<file path="config.mk">
export PLATFORM = sky130hd
export DESIGN_NAME = z_event_counter
export DESIGN_NICKNAME = d
export VERILOG_FILES = /design/src/rtl/z_event_counter.sv
export SDC_FILE = /design/constraint.sdc
export NUM_CORES = 1
export LEC_CHECK = 0
export BUFFER_PORTS_ARGS = -buffer_cell sky130_fd_sc_hd__buf_2
export CORE_AREA = 2 2 39 41
export CTS_CLUSTER_SIZE = 14
export DETAILED_ROUTE_END_ITERATION = 8
export DIE_AREA = 0 0 41 43
export PLACE_DENSITY = 0.72
export SKIP_CTS_REPAIR_TIMING = 1
export SLEW_MARGIN = 10
export SYNTH_ARGS = -nofsm -noshare
export SYNTH_HDL_FRONTEND = slang
export SYNTH_SLANG_ARGS = --single-unit
</file>
<file path="constraint.sdc">
create_clock -name clk -period 4.2 [get_ports clk]
set_input_delay 0.63 -clock clk [delete_from_list [all_inputs] [get_ports clk]]
set_output_delay 0.63 -clock clk [all_outputs]
set_load 0.03 [all_outputs]
</file>
<file path="src/rtl/z_event_counter.sv">
// z_event_counter: counts rising events on z in two BCD digits. Counting saturates at
// MAX_COUNT, with a sticky overflow flag. A two-state edge FSM gives exactly one event
// per z high pulse.
module z_event_counter #(
   parameter int unsigned MAX_COUNT = 99
) (
   input  logic       clk,
   input  logic       reset,
   input  logic       z,
   input  logic       en,
   input  logic       clr,
   output logic [3:0] count_ones,
   output logic [3:0] count_tens,
   output logic       hit,
   output logic       ovf,
   output logic       edge_state
);

   typedef enum logic {
      StWaitLow = 1'b0,
      StArmed   = 1'b1
   } state_e;

   localparam logic [3:0] MaxTens = 4'(MAX_COUNT / 10);
   localparam logic [3:0] MaxOnes = 4'(MAX_COUNT % 10);

   state_e     r_state, w_state_d;
   logic [3:0] r_ones, w_ones_d;
   logic [3:0] r_tens, w_tens_d;
   logic       r_hit, w_hit_d;
   logic       r_ovf, w_ovf_d;
   logic       w_event;
   logic       w_at_max;

   // An event is z seen high while armed, i.e. after z was sampled low.
   assign w_event  = (r_state == StArmed) && z;
   assign w_at_max = (r_tens == MaxTens) && (r_ones == MaxOnes);

   // Edge FSM state register.
   always_ff @(posedge clk or negedge reset) begin
      if (!reset) begin
         r_state <= StWaitLow;
      end else begin
         r_state <= w_state_d;
      end
   end

   // Edge FSM next state; ignores en and clr so a suppressed event is still consumed.
   always_comb begin
      w_state_d = r_state;
      unique case (r_state)
         StWaitLow: if (!z) w_state_d = StArmed;
         StArmed:   if (z)  w_state_d = StWaitLow;
         default:   w_state_d = StWaitLow;
      endcase
   end

   // Count, hit and overflow next state; clr wins over a coincident event.
   always_comb begin
      w_ones_d = r_ones;
      w_tens_d = r_tens;
      w_ovf_d  = r_ovf;
      w_hit_d  = 1'b0;
      if (clr) begin
         w_ones_d = 4'd0;
         w_tens_d = 4'd0;
         w_ovf_d  = 1'b0;
      end else if (w_event && en) begin
         w_hit_d = 1'b1;
         if (w_at_max) begin
            w_ovf_d = 1'b1;
         end else if (r_ones == 4'd9) begin
            w_ones_d = 4'd0;
            w_tens_d = r_tens + 4'd1;
         end else begin
            w_ones_d = r_ones + 4'd1;
         end
      end
   end

   // Count, hit and overflow registers.
   always_ff @(posedge clk or negedge reset) begin
      if (!reset) begin
         r_ones <= 4'd0;
         r_tens <= 4'd0;
         r_hit  <= 1'b0;
         r_ovf  <= 1'b0;
      end else begin
         r_ones <= w_ones_d;
         r_tens <= w_tens_d;
         r_hit  <= w_hit_d;
         r_ovf  <= w_ovf_d;
      end
   end

   assign count_ones = r_ones;
   assign count_tens = r_tens;
   assign hit        = r_hit;
   assign ovf        = r_ovf;
   assign edge_state = r_state;

endmodule
</file>
* After elaboration in Yosys (flattened, before gate mapping) *
Cells that the tools add are included.

word-level totals
  register bits = 11
  logic and storage cells = 33

operators by class
  add/subtract/negate cells = 2
  eq/ne operators = 3
  multiplexer cells = 14
  reductions and logical operators = 9

operators with widths
  operator             count
  $mux 4               8
  $add 4x1->4 const B  2
  $eq 4x4->1 const B   2
  $mux 1               6
  $reduce_bool 2->1    3
  $reduce_and 2->1     2
  $logic_and 1x1->1    3
  $reduce_and 3->1     1
  $ne 2x2->1 const B   1

* Depth between registers and ports, before layout *
  depth in word-level cells = 5
  depth in mapped cells = 6
  mapped depth without buffers = 5

* Worst setup path after synthesis *
OpenSTA, ideal clock, no wires.

  kind = flip-flop to flip-flop
  start = register r_ones[1], in the netlist count_ones[1]
  end = register r_ones[2], in the netlist count_ones[2]
  data arrival time = 1.661 ns
  required time = 4.122 ns
  path slack = 2.461 ns
  stages on the path, launching flop included = 7
  cells stage by stage = dfrtp_1 inv_1 ha_1 and3b_1 buf_6 or4_1 a21oi_1

between the ends
  word-level cells in the longest chain between the ends = 5

ends and longest elaborated chain
  what                                              line        RTL
  from (decl)                                       28          logic [3:0] r_ones, w_ones_d;
  from (signal assigned)                            89          r_ones <= w_ones_d;
  $add 4x1->4 / $eq 4x4->1 (equally long branches)  76, 37, 72
  $mux 4                                            72          end else if (r_ones == 4'd9) begin
  $mux 4                                            70          if (w_at_max) begin
  $mux 4                                            68          end else if (w_event && en) begin
  $mux 4                                            64          if (clr) begin

Parallel ways exist; a longest one is shown, timed or not. The select of a mux whose other input is x is not followed.
A chain may end at the register's enable or synchronous reset.

* Worst setup path in the final report *
  start = register r_ones[0], in the netlist count_ones[0]
  end = register r_ones[2], in the netlist count_ones[2]

Same word-level chain as after synthesis.

==> flow_summary.yaml <==
run_status:
  outcome: "completed"
synth:
  yosys-top-cells-count: "11 x dfrtp_1, 7 x a21oi_1, 5 x inv_1, 5 x or4_1"
  synth-async-reset-ratio: 1.00
  yosys.area.top_type: "dfrtp_1"
  synth_seq_cells: 11
  ys_warn_count: 0
  yosysMostFrequentCell: "dfrtp_1"
  synth.avg_cell_area_um2: 10.0
  yosys.cell_types.count: 23
  synth_area_um2: 622
  yosysTopAreaCellShare: 0.443
  ys_seq_area_frac: 0.443
  synth_edf_count: 0
  postSynthCellCount: 62
  synth_fp_nets: 71
  synth_ff_type: "dfrtp_1"
  yosys-top-cells-area: "dfrtp_1 44%, ha_1 8.0%, or4_1 6.0%"
floorplanning:
  design.core.area_um2: 1380
  rows: 14
  die_w_um: 41
  die_h_um: 43
  initial_utilization: 0.449
  pin_count: 16
  fp.dieArea_um2: 1760
cells_and_area:
  nets: 87
  area_growth_pct: 15.5
  finish.instance_area_um2: 718
  layout-drive-gt1-share: 0.273
  n_antenna_cell: 0
  post-route-util: 0.519
  stdcell_count: 93
sta:
  setup_viol: 0
  fin_worst_skew_ps: 3.01
  fin_crit_ps: 1590
  slew_headroom: 0.729
  drv_slew: 0
  holdWs_ps: 217
  worstMarginPinSlew_ps: 406
  setup_slack_ps: 2610
  finalCritPeriodShare: 0.379
  grt_setup_unrepaired: "false"
  fmax_ghz: 0.628
  finalHoldViolCount: 0
  setup_tns_ps: 0
placement:
  preCtsSetupSlack_ps: 2350
  dpl.cell_count: 89
  io_buffer_count: 15
  gp_congestion: 0.763
  hpwlAfterDp_um: 854
  dpl-instance-area_um2: 692
pwr:
  p_int_mw: 0.148
  pwr-share-clk: 0.372
  swShare: 0.244
  p_total_mw: 0.195
  leakage_nw: 0.381
  powerDensity_nw_per_um2: 272
  ir_worst_vdd_uv: 128
  p_sw_mw: 0.0477
  power_frac_seq: 0.556
  pwr-share-comb: 0.072
drt:
  postRouteAntennaNets: 0
  num_vias: 518
  drt-vias-per-instance: 5.57
  routed_wl_mm: 1.18
  drt_iter0_drc: 11
  wl_per_cell_um: 12.7
  drc_errors: 0
  drtPass1Iterations: 4
hold_path:
  hold_path_class: "input pin to async pin"
setup_path:
  critPathMaxFanout: 7
  arrival_ps: 1790
  worst_setup_path_end_kind: "flip-flop"
  required_ps: 4390
  worst-setup-path-type: "flip-flop to flip-flop"
  crit_path_start_kind: "flip-flop"
clock_network:
  clkTransAtPathRegs_ps: 70
  worst_skew_pair.late_latency_ps: 270
  root_buffer: "clkbuf_4"
  htreeDepth: 1
  cts_tree: "yes"
  cts_made_buffers: 3
  clockBufferDepth: 2
  clock-sinks: 11
grt:
  grt_util_met3: 0.0471
  grt_max_degree: 15
  grt_pass1_wl_mm: 1.94
  antenna_found_initial: 0
  grt_busiest_layer: "met1"
  grt_pass1_vias: 440
  grt.total_usage: 0.166
  grt-ovfl-total: 0
  grtUsageMet1: 0.246
  grt.met2_usage: 0.206
flow_run:
  drv_cap: 0
==> layout make-up <==
cell class                 instances  area, um^2
clock buffer                       4        26.3
fill                             129         666
inverter                           5        18.8
multi-input combinational         42         303
sequential                        11         275
tap                               16        20.0
timing repair buffer              15        75.1
==> metal layers <==
layer / vias up / wire length [um]
met5: - / 0
met4: 0 / 13
met3: 2 / 57
met2: 14 / 568
met1: 242 / 539
li1: 260 / -
==> worst paths after layout <==
check | from | endpoint | slack (ps) | cells after the start
setup / recovery | count_ones[0] | count_ones[2] | 2610 | 4
hold / removal | reset | count_ones[3] | 220 | 1
setup reg to reg | count_ones[0] | count_ones[2] | 2610 | 4
hold reg to reg | ovf | ovf | 500 | 2
max in group asynchronous | reset | edge_state | 3780 | 1
min in group clk | ovf | ovf | 500 | 2
==> cells in the final DEF (no fill, tap or decap), drive strengths merged, types with 2 or more instances in the layout <==
master,Yosys,final
buf,3,15
dfrtp,11,11
a21oi,7,7
inv,5,5
or4,5,5
nor2,4,4
o31ai,4,4
ha,4,4
clkbuf,1,4
nand3,3,3
and3b,2,2
o21ai,2,2
nand2b,2,2
==> kinds of logic (layout without fill, tap and decap cells) <==
family,Yosys count,in the layout,synth area share
DFF,11,11,0.443
buffers and inverters,9,24,0.0704
muxes,1,1,0.0181
adders and majority gates,4,4,0.0805
and+or+nand+nor,21,21,0.235
AOI/OAI and AO/OA,16,16,0.153
==> flip-flops by register name, indices dropped and copies added, names as in the netlist <==
name and flops:
count_tens 4, ovf 1, edge_state 1, hit 1, count_ones 4
==> worst max-delay path, cell delays in order, from the launching register on <==
cell	delay [ps]
dfrtp_1	450
ha_1	270
and3b_1	260
or4_1	410
a21oi_1	130
==> power groups by stage <==
stage,Clock [mW],Sequential [mW],Combinational (mW)
6_report,0.0727,0.109,0.0142
5_1_grt,0.0852,0.109,0.0158
4_1_cts,0.0772,0.109,0.0144
3_5_place_dp,0,0.111,0.0144
3_3_place_gp,0,0.111,0.0142
2_1_floorplan,0,0.113,0.00514
Note: power is estimated with default switching activity, not from simulation.
